==> src/rtl/fuel_pkg.sv <==
// Shared types and helpers for the fuel controller: round-state encoding,
// the fuel width and a saturating clamp for the signed fuel-update sum.
package fuel_pkg;

    localparam int FUEL_W = 7;

    typedef enum logic [1:0] {
        ST_IDLE   = 2'd0,
        ST_RUN    = 2'd1,
        ST_PAUSED = 2'd2,
        ST_EMPTY  = 2'd3
    } state_t;

    function automatic logic [FUEL_W-1:0] clamp_fuel(
        input logic signed [8:0]   v,
        input logic [FUEL_W-1:0]   max_v
    );
        if (v < 0) begin
            return '0;
        end else if (v > $signed({2'b00, max_v})) begin
            return max_v;
        end else begin
            return v[FUEL_W-1:0];
        end
    endfunction

endpackage

==> src/rtl/fuel_ctrl_tick_prescaler.sv <==
// Free-running 0..TICKS-1 counter: wrap pulses high for the one cycle the
// counter sits at TICKS-1 while enabled. clr wins over en and parks it at 0.
module tick_prescaler #(
    parameter int unsigned TICKS = 4
) (
    input  logic clk,
    input  logic rst_n,
    input  logic en,
    input  logic clr,
    output logic wrap
);

    localparam int CW = (TICKS > 1) ? $clog2(TICKS) : 1;

    logic [CW-1:0] cnt_q;
    logic [CW-1:0] cnt_d;

    always_comb begin
        wrap  = en && !clr && (cnt_q == CW'(TICKS - 1));
        cnt_d = cnt_q;
        if (clr) begin
            cnt_d = '0;
        end else if (en) begin
            cnt_d = wrap ? '0 : cnt_q + 1'b1;
        end
    end

    always_ff @(posedge clk or negedge rst_n) begin
        if (!rst_n) begin
            cnt_q <= '0;
        end else begin
            cnt_q <= cnt_d;
        end
    end

endmodule

==> src/rtl/fuel_ctrl.sv <==
// Round controller owning the fuel tank: sequences IDLE/RUN/PAUSED/EMPTY and
// merges drain, gradual refuel and crash penalties into one update per cycle.
module fuel_ctrl
    import fuel_pkg::*;
#(
    parameter int unsigned FUEL_MAX          = 96,
    parameter int unsigned DRAIN_TICKS       = 12500000,
    parameter int unsigned REFUEL_AMT        = 24,
    parameter int unsigned REFUEL_STEP_TICKS = 1250000,
    parameter int unsigned CRASH_PENALTY     = 8,
    parameter int unsigned LOW_THRESH        = 24,
    parameter int unsigned BLINK_TICKS       = 12500000
) (
    input  logic              clk,
    input  logic              rst_n,
    input  logic              start,
    input  logic              pause_tgl,
    input  logic              pickup,
    input  logic              crash,
    output logic [FUEL_W-1:0] fuel_width,
    output logic              low_fuel,
    output logic              warn_blink,
    output logic              time_out,
    output logic [1:0]        state,
    output logic              refuel_busy
);

    localparam logic [FUEL_W-1:0] FMAX = FUEL_W'(FUEL_MAX);
    localparam logic [FUEL_W-1:0] FLOW = FUEL_W'(LOW_THRESH);

    state_t            state_q, state_d;
    logic [FUEL_W-1:0] fuel_q, fuel_d;
    logic [FUEL_W-1:0] pend_q, pend_d;
    logic              low_q, low_d;
    logic              blink_q, blink_d;
    logic              to_q, to_d;

    logic              run;
    logic              reload;
    logic              drain_ev, step_ev, blink_ev;
    logic signed [8:0] sum;
    logic [FUEL_W-1:0] fuel_next;
    logic [7:0]        pend_add, room;
    logic [FUEL_W-1:0] pend_pick;

    assign run    = (state_q == ST_RUN);
    assign reload = start && ((state_q == ST_IDLE) || (state_q == ST_EMPTY));

    tick_prescaler #(.TICKS(DRAIN_TICKS)) u_drain (
        .clk   (clk),
        .rst_n (rst_n),
        .en    (run),
        .clr   (reload),
        .wrap  (drain_ev)
    );

    // Refuel timer only advances while something is queued; parked at 0 otherwise.
    tick_prescaler #(.TICKS(REFUEL_STEP_TICKS)) u_step (
        .clk   (clk),
        .rst_n (rst_n),
        .en    (run && (pend_q != '0)),
        .clr   (reload || (pend_q == '0)),
        .wrap  (step_ev)
    );

    tick_prescaler #(.TICKS(BLINK_TICKS)) u_blink (
        .clk   (clk),
        .rst_n (rst_n),
        .en    (run && low_q),
        .clr   (reload || !low_q),
        .wrap  (blink_ev)
    );

    always_comb begin
        sum       = 9'(fuel_q) + 9'(step_ev) - 9'(drain_ev)
                  - (crash ? 9'(CRASH_PENALTY) : 9'd0);
        fuel_next = clamp_fuel(sum, FMAX);
        pend_add  = 8'(pend_q) + 8'(REFUEL_AMT);
        room      = 8'(FMAX) - 8'(fuel_q);
        pend_pick = (pend_add < room) ? pend_add[FUEL_W-1:0] : room[FUEL_W-1:0];
    end

    always_ff @(posedge clk or negedge rst_n) begin
        if (!rst_n) begin
            state_q <= ST_IDLE;
        end else begin
            state_q <= state_d;
        end
    end

    always_comb begin
        state_d = state_q;
        case (state_q)
            ST_IDLE:   if (start) state_d = ST_RUN;
            ST_RUN: begin
                if (fuel_next == '0) begin
                    state_d = ST_EMPTY;
                end else if (pause_tgl) begin
                    state_d = ST_PAUSED;
                end
            end
            ST_PAUSED: if (pause_tgl) state_d = ST_RUN;
            ST_EMPTY:  if (start) state_d = ST_RUN;
            default:   state_d = ST_IDLE;
        endcase
    end

    always_comb begin
        fuel_d = fuel_q;
        pend_d = pend_q;
        case (state_q)
            ST_IDLE, ST_EMPTY: begin
                if (start) begin
                    fuel_d = FMAX;
                    pend_d = '0;
                end
            end
            ST_RUN: begin
                fuel_d = fuel_next;
                pend_d = pickup ? pend_pick : pend_q;
                if (step_ev && (pend_d != '0)) begin
                    pend_d = pend_d - 1'b1;
                end
                // Empty tank ends the round; a full tank discards any excess.
                if ((fuel_next == '0) || (fuel_next == FMAX)) begin
                    pend_d = '0;
                end
            end
            default: ;
        endcase

        low_d   = (fuel_q <= FLOW) && (state_q != ST_IDLE);
        blink_d = low_d ? (blink_ev ? !blink_q : blink_q) : 1'b0;
        to_d    = (state_d == ST_EMPTY);
    end

    always_ff @(posedge clk or negedge rst_n) begin
        if (!rst_n) begin
            fuel_q  <= FMAX;
            pend_q  <= '0;
            low_q   <= 1'b0;
            blink_q <= 1'b0;
            to_q    <= 1'b0;
        end else begin
            fuel_q  <= fuel_d;
            pend_q  <= pend_d;
            low_q   <= low_d;
            blink_q <= blink_d;
            to_q    <= to_d;
        end
    end

    assign fuel_width  = fuel_q;
    assign low_fuel    = low_q;
    assign warn_blink  = blink_q;
    assign time_out    = to_q;
    assign state       = state_q;
    assign refuel_busy = (pend_q != '0);

endmodule

==> config.mk <==
export PLATFORM = sky130hd
export DESIGN_NAME = fuel_ctrl
export DESIGN_NICKNAME = d
export VERILOG_FILES = /design/src/rtl/fuel_pkg.sv /design/src/rtl/fuel_ctrl_tick_prescaler.sv /design/src/rtl/fuel_ctrl.sv
export SDC_FILE = /design/constraint.sdc
export NUM_CORES = 1
export LEC_CHECK = 0
export ABC_AREA = 1
export CAP_MARGIN = 20
export CORE_MARGIN = 2
export CORE_UTILIZATION = 25
export CTS_BUF_LIST = sky130_fd_sc_hd__clkbuf_8
export CTS_CLUSTER_DIAMETER = 150
export DETAILED_ROUTE_END_ITERATION = 8
export PLACE_DENSITY_LB_ADDON = 0.25
export SETUP_SLACK_MARGIN = 0.3
export SLEW_MARGIN = 30
export SYNTH_ARGS = -nofsm -noshare
export SYNTH_HDL_FRONTEND = slang
export SYNTH_SLANG_ARGS = --single-unit
==> constraint.sdc <==
create_clock -name clk -period 5.53 [get_ports clk]
set_input_delay 1.659 -clock clk [delete_from_list [all_inputs] [get_ports clk]]
set_output_delay 1.659 -clock clk [all_outputs]
set_load 0.05 [all_outputs]
Yosys cells after proc, flatten, opt, wreduce, memory -nomap -nowiden
Index checks and enable logic that the tools add are counted.
- eq/ne operators: 10
- add/sub/neg operators: 9
- order comparisons: 4
- mux-type cells: 27
- reductions and logical operators: 32
- operators by type and width (cell ; count):
    $mux 24 ; 6
    $mux 21 ; 3
    $mux 7 ; 8
    $add 24x1->24 const B ; 2
    $eq 24x24->1 const B ; 2
    $pmux 7 s2 ; 2
    $add 21x1->21 const B ; 1
    $eq 21x21->1 const B ; 1
    $logic_not 7->1 ; 2
    $reduce_bool 7->1 ; 2
    $logic_and 1x1->1 ; 11
    $reduce_bool 2->1 ; 5
    $gt 9x8->1 const B ; 1
    $lt 9x1->1 const B ; 1
    $sub 8x1->9 ; 1
    $sub 9x4->9 ; 1
    $add 7x1->8 ; 1
    $add 7x5->8 const B ; 1
    $lt 8x8->1 ; 1
    $mux 2 ; 4
    $sub 7x7->8 const A ; 1
    $eq 7x7->1 const B ; 1
    $le 7x5->1 const B ; 1
    $sub 7x1->7 const B ; 1
    11 further kinds ; 22
- bits of input ports: 6
- word-level logic and storage cells: 91
- output and inout bits: 13
- flip-flop bits (word level): 88

Longest topological paths before layout
Gate-level depths: netlist of run 1.
- depth after elaboration: 17
- gate-level depth with buffers: 27
- gate-level depth less buffers: 27

Hierarchy
From an unflattened synthesis of run 1, not the netlist that was laid out.
- cell total of the unflattened synthesis: 1020
- area total of the unflattened synthesis: 6899.1 µm²
- by module, submodules not included (module ; sequential area each (µm²) ; cells an instance ; instances ; area each (µm²)):
    tick_prescaler (u_blink ...) ; 600.6 ; 251 ; 2 ; 1709.1
    fuel_ctrl ; 478.0 ; 324 ; 1 ; 2129.5
    tick_prescaler (u_step) ; 525.5 ; 194 ; 1 ; 1351.3

Worst setup path before layout of run 1
Ideal clock, no wire load.
- path type: input-to-reg
- start: input start
- end: register pend_q[0]
- setup slack: 1536 ps
- data arrival time: 3928 ps
- setup time: 66 ps
- path buffers: 0
- data required time: 5464 ps
- stages on the path: 18
- cell sequence: inv_1 nor2_4 nor3_1 ha_1 ha_1 inv_1 fa_1 inv_1 nand3_1 nand3_1 xor2_2 nand3b_4 nand4_1 nand2_1 nand2_1 a21oi_4 nand3_1 nand2_1
- word-level cells in the longest chain between the ends: 15
- elaborated cells between the ends (all ways): 24
- classes of those cells: add/sub: 3; order compare: 2; eq/ne: 2; mux: 5; reduce/logical: 12
- RTL lines (element ; RTL line ; source):
    start, declared ; fuel_ctrl.sv:16 ; input logic start,
    $logic_and 1x1->1 ; fuel_ctrl.sv:47 ; assign reload = start && ((state_q == ST_IDLE) || (state_q == ST_EMPTY));
    $logic_or 1x1->1 ; fuel_ctrl.sv:62 ; .clr (reload || (pend_q == '0)),
    $logic_not 1->1 ; fuel_ctrl_tick_prescaler.sv:19 ; wrap = en && !clr && (cnt_q == CW'(TICKS - 1));
    $logic_and 1x1->1 (2 in series) ; fuel_ctrl_tick_prescaler.sv:19 ;
    $add 7x1->8 ; fuel_ctrl.sv:75 ; sum = 9'(fuel_q) + 9'(step_ev) - 9'(drain_ev)
    $sub 8x1->9 ; fuel_ctrl.sv:75 ;
    $sub 9x4->9 ; fuel_ctrl.sv:76 ; - (crash ? 9'(CRASH_PENALTY) : 9'd0);
    $gt 9x8->1 ; fuel_pkg.sv:20 ; end else if (v > $signed({2'b00, max_v})) begin
    $mux 7 ; fuel_pkg.sv:20 ;
    $mux 7 ; fuel_pkg.sv:18 ; if (v < 0) begin
    $eq 7x7->1 / $logic_not 7->1 (equally long branches) ; fuel_ctrl.sv:125 ; if ((fuel_next == '0) || (fuel_next == FMAX)) begin
    $logic_or 1x1->1 ; fuel_ctrl.sv:125 ;
    $mux 7 ; fuel_ctrl.sv:125 ;
    $pmux 7 s2 ; fuel_ctrl.sv:111 ; case (state_q)
    end signal, assigned ; fuel_ctrl.sv:146 ; pend_q <= pend_d;
    end, declared ; fuel_ctrl.sv:33 ; logic [FUEL_W-1:0] pend_q, pend_d;
Parallel ways exist; a longest one is shown, timed or not.
A chain may end at the register's enable or synchronous reset.

Final worst setup path of run 1
- start: input start
- end: register pend_q[2]
The elaborated chain is that of the path after synthesis.

==> results of run 1 <==
==> through the flow <==
stage               hold WS, ns  setup slack (ns)  instance area (um^2)  power [mW]
floorplan                 0.469              1.54                  6160        1.94
global placement          0.497             0.737                  6730        2.34
detailed placement        0.499             0.615                  6730        2.33
CTS                       0.523              1.01                  6960        2.88
global route              0.539             0.678                  6960        3.09
finish                    0.506             0.979                  6960        2.84
==> final timing paths <==
check | start | to | slack, ns | depth (start not counted)
worst max-delay path | start | pend_q[2] | 0.98 | 19
worst min-delay path | warn_blink | warn_blink | 0.51 | 1
worst max register to register | state[1] | pend_q[2] | 1.28 | 21
worst min register to register | warn_blink | warn_blink | 0.51 | 1
max in group asynchronous | rst_n | u_blink.cnt_q[6] | 3.27 | 2
min in group asynchronous | rst_n | u_drain.cnt_q[7] | 1.32 | 1
==> per-layer routing <==
layer / wire length, um / vias up
met5: 0 / -
met4: 242 / 0
met3: 268 / 11
met2: 7120 / 62
met1: 7610 / 2509
li1: - / 2804
==> registers in the layout, summed over array words and instances (netlist names) <==
name / flops
fuel_width: 7
u_step.cnt_q: 21
u_blink.cnt_q: 24
u_drain.cnt_q: 24
state: 2
low_fuel: 1
pend_q: 7
warn_blink: 1
time_out: 1
==> synth_stat cells (all sizes together), types with 2 or more instances <==
library cell	n	area [um^2]
nand2	191	764
inv	147	552
dfrtp	86	2150
nor2	84	380
nand3	67	370
o21ai	39	195
ha	31	388
a21oi	29	156
nand4	24	150
nor3	24	169
o22ai	23	144
xor2	20	183
nor4	14	100
clkbuf	5	18.8
xnor2	5	43.8
a211oi	4	30.0
o32ai	4	35.0
a221oi	3	26.3
a31oi	3	18.8
nand3b	3	35.0
a22oi	2	15.0
a31o	2	17.5
a32o	2	20.0
buf	2	10.0
clkinv	2	7.51
dfstp	2	52.6
o21a	2	15.0
o31ai	2	15.0
or2	2	12.5
==> kinds of logic after synthesis <==
group / share of synthesized area [%]
multiplexers: 0.163
XOR/XNOR: 3.68
adder cells (fa/ha/maj): 6.62
AND/OR/NAND/NOR: 32.3
AO/OA/AOI/OAI: 11.9
buffers and inverters: 9.55
flip-flops: 35.8
==> power by group <==
part	internal, mW	leakage (nW)	total [mW]	switching [mW]
clock	0.260	0.112	0.526	0.266
combinational	0.491	1.75	1.57	1.08
sequential	0.694	1.21	0.749	0.0552
total	1.44	3.08	2.84	1.40
==> layout make-up <==
class,instances,area [um^2]
timing repair buffer,21,200
inverter,149,559
clock inverter,7,101
clock buffer,9,124
tap,324,405
sequential,88,2200
multi-input combinational,588,3360
fill,2692,17300
==> worst max-delay path: stages <==
cell             delay [ns]
clkdlybuf4s50_1        0.47
inv_1                  0.13
nor2_4                 0.07
nor3_1                 0.22
ha_1                   0.18
ha_1                   0.18
inv_1                  0.06
fa_1                   0.41
inv_1                  0.09
nand3_1                0.06
nand3_1                0.11
xor2_2                 0.25
nand3b_4               0.22
nand4_1                0.13
nand2_1                0.12
nand2_1                0.09
a21oi_4                0.23
nand3_1                0.11
nand2_1                0.06
==> metrics.csv, run 1 <==
metric,value,unit
grt_pass1_wl,25.7,mm
yosysSeqAreaShare,35.8,%
grt_util_met2,20.0,%
cp.required,5.84,ns
met3_usage,1.01,%
core_area,24200,um^2
viasPerCell,4.54,
ctsHoldBuffers,0,
max_freq,220,MHz
fin_skew,0.0206,ns
gr-total-overflow,0,
grt_max_degree,56,
min_period,4.55,ns
dr.pass1.iters,4,
postSynth.asyncResetShare,100,%
antenna_cells,0,
finalSetupViolCount,0,
cts_tree,done,
synth_edf_count,0,
slew_violations,0,
fin_util,28.7,%
dp.cells,1170,
die_area,25900,um^2
max-cap-violations,0,
worst_setup_path_end_kind,flop,
routed_wl,15.2,mm
grt_pass1_vias,5186,
drive_above_1_share,9.63,%
clk_pin_slew,0.10,ns
synthesis.nets,870,
layout_commonest_cell,nand2_1,
postSynthAreaPerCell,7.40,um^2
std_cell_rows,57,
die_w,161,um
worstPathArrival,4.87,ns
status,"complete, no violations",
ant_nets,0,
clock_path_buffers,2,
htree_levels,3,
relSlewSlack,44.7,%
netlist_instances,832,
antenna_found_initial,0,
clockRootBuffer,clkbuf_8,
fin_cells,1186,
grtUsageMet1,16.7,%
fin_nets,895,
min_path_type,reg -> reg,
ios,19,
cts_made_buffers,9,
cts_sinks,88,
drt_iter0_markers,235,
die_h,161,um
gr-usage-all-layers,12.1,%
powerDensity,408,nW/um^2
peakVddDrop,0.000172,V
ys_ff_latch,88,
critical_path.max_fanout,7,
p_leak,3.08,nW
hold_viol,0,
top_usage_layer,met2,
startpoint_type,input port,
insertion_delay,0.39,ns
initial_core_util,25.4,%
syn_area,6160,um^2
dp_hpwl,11.6,mm
layout_common_cells,"178 x nand2_1, 132 x inv_1, 86 x dfrtp_1",
period_share,82.3,%
drc,0,
io_buffers,18,
grt_setup_unrepaired,no,
worstMarginPinSlew,0.824,ns
vias,5386,
area_delta_synth_final,13.0,%
worst-setup-path-type,in -> reg,
synth_cell_types,51,
setup_tns,0,ns
cts_resized,0,
synthFlopType,dfrtp_1,
ys_warn_count,0,
cts_setup_buffers,0,
wl_per_cell,12.8,um
gp_congestion,0.802,
(Power assumes the default switching activity.)
==> inputs of run 2 (changes only) <==
- clock period: 5.53 -> 4 ns (I/O delays scaled with it)
==> metrics.csv, run 2 (synthesized netlist as in run 1, its figures left out) <==
metric,value,unit
antenna_found_initial,0,
setup_tns,0,ns
critPathBufInv,5,
seqPwrFrac,24.8,%
slowest_stage,dfrtp_1,
cts_tree,done,
totalPowerFinal,4.12,mW
dp_worst_setup_slack,-0.262,ns
final.fill_count,2677,
cp_slowest_stage_delay,0.41,ns
wl_per_cell,13.0,um
status,"complete, no violations",
period_share,89.1,%
finalSetupViolCount,0,
io_buffers,18,
clock_path_buffers,2,
multi_input_area,3530,um^2
fin_nets,917,
p_int,2.06,mW
postLayoutCellArea,7260,um^2
worst-setup-path-type,reg -> reg,
layout_common_cells,"175 x nand2_1, 124 x inv_1, 86 x dfrtp_1",
holdWs,0.488,ns
fin_skew,0.0254,ns
worstMarginPinSlew,0.816,ns
min_period,3.56,ns
area_delta_synth_final,17.9,%
p_clk_share,15.8,%
hold_viol,0,
grt_pass1_wl,26.9,mm
std_cell_rows,57,
relSlewSlack,45.3,%
vias,5475,
dp_hpwl,11.8,mm
die_w,161,um
drive_above_1_share,15.7,%
min_path_type,reg -> reg,
core_area,24200,um^2
placed_area,6870,um^2
routed_wl,15.7,mm
cts_sinks,88,
slew_violations,0,
insertion_delay,0.40,ns
gr-total-overflow,0,
grt_setup_unrepaired,yes,
worstPathArrival,3.88,ns
dp.cells,1188,
cts_made_buffers,9,
clk_pin_slew,0.12,ns
critical_path.max_fanout,7,
p_sw,2.06,mW
seq_area,2200,um^2
clockRootBuffer,clkbuf_8,
fin_cells,1208,
initial_core_util,25.4,%
switching_share,49.9,%
die_h,161,um
max_freq,281,MHz
max-cap-violations,0,
dr.pass1.iters,4,
fin_ws,0.438,ns
powerDensity,568,nW/um^2
layout_commonest_cell,nand2_1,
power.share.combinational,59.4,%
crit_family,simple AND/OR/NAND/NOR gates,
gp_congestion,0.807,
fin_util,29.9,%
startpoint_type,flop,
grt_pass1_vias,5429,
path_cells,"inv_2, ha_4, nand4_1, nor4_2, nand4_1, inv_2, ha_4, inv_4, ha_4, ha_4, inv_2, fa_2, inv_2, nand3_2, nand3_2, xor2_2, nand3b_4, nand4_1, nand2_2, nand2_2, a21oi_4, nand3_1, nand2_1",
worst_setup_path_end_kind,flop,
peakVddDrop,0.000307,V
drt_iter0_markers,339,
antenna_cells,0,
die_area,25900,um^2
cp.required,4.32,ns
ant_nets,0,
drc,0,
p_leak,3.18,nW
viasPerCell,4.53,
ios,19,
reg_top3,"u_blink.cnt_q x24, u_drain.cnt_q x24, u_step.cnt_q x21",
grt_max_degree,79,
gr-usage-all-layers,12.7,%
htree_levels,3,
## run 2: cell types whose count changed in the layout (fill, tap and decap cells not counted), moves of 6 or more
cell	delta
buf_4	+21
ha_1	-6
ha_4	+6
inv_1	-8
inv_2	+7
nand3_1	-7
nand3_2	+7
## run 2: cell type report
type / count / area share [%]
Clock inverter: 7 / 0.948
Timing Repair Buffer: 43 / 5.07
Clock buffer: 9 / 1.71
Multi-Input combinational cell: 588 / 48.6
Sequential cell: 88 / 30.4
Tap cell: 324 / 5.58
Inverter: 149 / 7.74
## run 2: repair_timing
action                     in CTS  in global routing
setup buffers                   0                  4
setup endpoints to repair      10                 11
hold buffers                    0                  0
pin swaps                       1                 22
resized for setup               7                 34
cloned                          0                  0
## run 2: worst paths after layout
| check | end | slack [ns] | cells past startpoint | startpoint |
|---|---|---|---|---|
| worst min register to register | warn_blink | 0.49 | 1 | warn_blink |
| min in group asynchronous | u_drain.cnt_q[3] | 0.84 | 1 | rst_n |
| worst max register to register | pend_q[5] | 0.44 | 23 | state[1] |
| max in group asynchronous | u_step.cnt_q[5] | 2.48 | 2 | rst_n |
| worst min-delay path | warn_blink | 0.49 | 1 | warn_blink |
| worst max-delay path | pend_q[5] | 0.44 | 23 | state[1] |
## run 2: worst reg2reg max path: stages (launching register included)
cell and delay [ns]:
dfrtp_1 0.41, inv_2 0.08, ha_4 0.16, nand4_1 0.10, nor4_2 0.24, nand4_1 0.14, inv_2 0.10, ha_4 0.20
inv_4 0.05, ha_4 0.13, ha_4 0.13, inv_2 0.04, fa_2 0.39, inv_2 0.08, nand3_2 0.06, nand3_2 0.09
xor2_2 0.16, nand3b_4 0.18, nand4_1 0.15, nand2_2 0.11, nand2_2 0.07, a21oi_4 0.23, nand3_1 0.12, nand2_1 0.07
## run 2: power by group through the flow
stage	Sequential (mW)	Clock [mW]	Combinational, mW
2_1_floorplan	1.11	0	1.57
3_3_place_gp	1.04	0	2.33
3_5_place_dp	1.04	0	2.34
4_1_cts	1.02	0.681	2.36
5_1_grt	1.04	0.714	2.76
6_report	1.02	0.651	2.45
## run 2: layer usage
metal | up-vias | GRT usage [%] | part of all wire [%]
met1 | 2571 | 17.1 | 50
met5 | - | 0 | 0
li1 | 2842 | - | -
met4 | 0 | 3.53 | 0.98
met3 | 8 | 2.04 | 2.5
met2 | 54 | 20.9 | 46
==> inputs of run 3 (changes only) <==
- CELL_PAD_IN_SITES_DETAIL_PLACEMENT: unset -> 1
- CELL_PAD_IN_SITES_GLOBAL_PLACEMENT: unset -> 1
==> metrics.csv, run 3 (synthesized netlist as in run 1, its figures left out) <==
metric,value,unit
status,"complete, no violations",
initial_core_util,25.4,%
insertion_delay,0.39,ns
cts_sinks,88,
core_area,24200,um^2
cp.required,4.32,ns
path_cells,"dlygate4sd2_1, inv_2, nor2_4, nor3_4, ha_4, ha_4, inv_2, fa_2, nand3_1, nor2_1, nand3_1, nand3b_4, nand4_1, nand2_1, nand2_2, a21oi_4, nand3_1, nand2_1",
ant_nets,0,
rr_worst_depth,22,
die_w,161,um
r2r_start,state[1],
antenna_found_initial,0,
dp_hpwl,13.5,mm
clockRootBuffer,clkbuf_8,
vias,5668,
final.fill_count,2974,
placed_area,6900,um^2
reg2reg_to,pend_q[4],
layout_common_cells,"175 x nand2_1, 123 x inv_1, 86 x dfrtp_1",
grt_util_met2,23.6,%
top_usage_layer,met2,
cts_made_buffers,9,
gr-usage-all-layers,14.1,%
fin_nets,922,
worstSetupStartpoint,start,
cp_slowest_stage_delay,0.53,ns
grt_setup_unrepaired,yes,
met3_usage,1.78,%
grtUsageMet1,18.8,%
io_buffers,18,
viasPerCell,4.67,
startpoint_type,input port,
fin_util,30.1,%
ios,19,
reg_top3,"u_blink.cnt_q x24, u_drain.cnt_q x24, u_step.cnt_q x21",
totalPowerFinal,4.18,mW
layout_commonest_cell,nand2_1,
slowest_stage,fa_2,
clock_path_buffers,2,
die_h,161,um
finalSetupViolCount,0,
die_area,25900,um^2
cts_tree,done,
postLayoutCellArea,7300,um^2
min_delay_path_depth,2,
area_delta_synth_final,18.5,%
worstPathArrival,3.88,ns
grt_pass1_wl,29.6,mm
seq_area,2200,um^2
worst_setup_path_end_kind,flop,
critPathBufInv,3,
critical_path.max_fanout,7,
std_cell_rows,57,
htree_levels,3,
fin_skew,0.0153,ns
gr-total-overflow,0,
ctsHoldBuffers,0,
powerDensity,573,nW/um^2
multi_input_area,3510,um^2
routed_wl,17.7,mm
period_share,89.0,%
gp_congestion,0.753,
clk_pin_slew,0.09,ns
rrSetupSlack,0.47,ns
setup_tns,0,ns
min_path_type,reg -> reg,
holdPathEnd,pend_q[0],
slew_violations,0,
worst-setup-path-type,in -> reg,
grt_max_degree,58,
hold_viol,0,
min_period,3.56,ns
crit_family,simple AND/OR/NAND/NOR gates,
min_from,pend_q[0],
relSlewSlack,42.9,%
cp_common_cell,nand3_1,
p_leak,3.20,nW
max-cap-violations,0,
wl_per_cell,14.6,um
drive_above_1_share,15.9,%
worstMarginPinSlew,0.852,ns
grt_pass1_vias,5874,
drc,0,
max_freq,281,MHz
antenna_cells,0,
peakVddDrop,0.000239,V
dr.pass1.iters,7,
drt_iter0_markers,202,
-- run 3: worst min-delay path, cell delays in order (launching register included) --
cell and delay [ns]:
dfrtp_1 0.38, nand2_1 0.06, nand2_1 0.06
-- run 3: stage by stage --
stage / instances / hold WS [ns] / setup slack (ns)
6_report: 1213 / 0.518 / 0.441
5_1_grt: 1213 / 0.556 / 0.236
4_1_cts: 1207 / 0.520 / 0.306
3_5_place_dp: 1190 / 0.498 / -0.309
3_3_place_gp: 1190 / 0.504 / -0.258
2_1_floorplan: 832 / 0.469 / 0.332
-- run 3: area by class of cell --
cell class / instances / area share, %
clock buffer: 10 / 1.89
clock inverter: 6 / 0.909
inverter: 149 / 7.70
multi-input combinational: 588 / 48.1
sequential: 88 / 30.2
tap: 324 / 5.56
timing repair buffer: 48 / 5.68
-- run 3: where the power goes --
part	switching [mW]	internal, mW	total (mW)
combinational	1.62	0.860	2.48
sequential	0.0698	0.959	1.03
clock	0.366	0.310	0.676
-- run 3: worst max-delay path by stage --
stage	end	slack, ns	cells past startpoint
2_1_floorplan	pend_q[0]	0.33	22
5_1_grt	pend_q[4]	0.24	23
3_3_place_gp	pend_q[4]	-0.26	19
4_1_cts	pend_q[0]	0.31	21
3_5_place_dp	pend_q[0]	-0.31	19
6_report	pend_q[4]	0.44	18
-- run 3: metal layers --
layer	share of wire [%]	vias up
li1	-	2843
met1	49	2770
met2	47	36
met3	1.4	19
met4	1.9	0
met5	0	-
-- run 3: timing repair --
action	CTS	global route
setup buffers	1	6
resized for setup	7	32
pin swaps	5	21
endpoints found under the setup margin	10	12
cloned	0	0
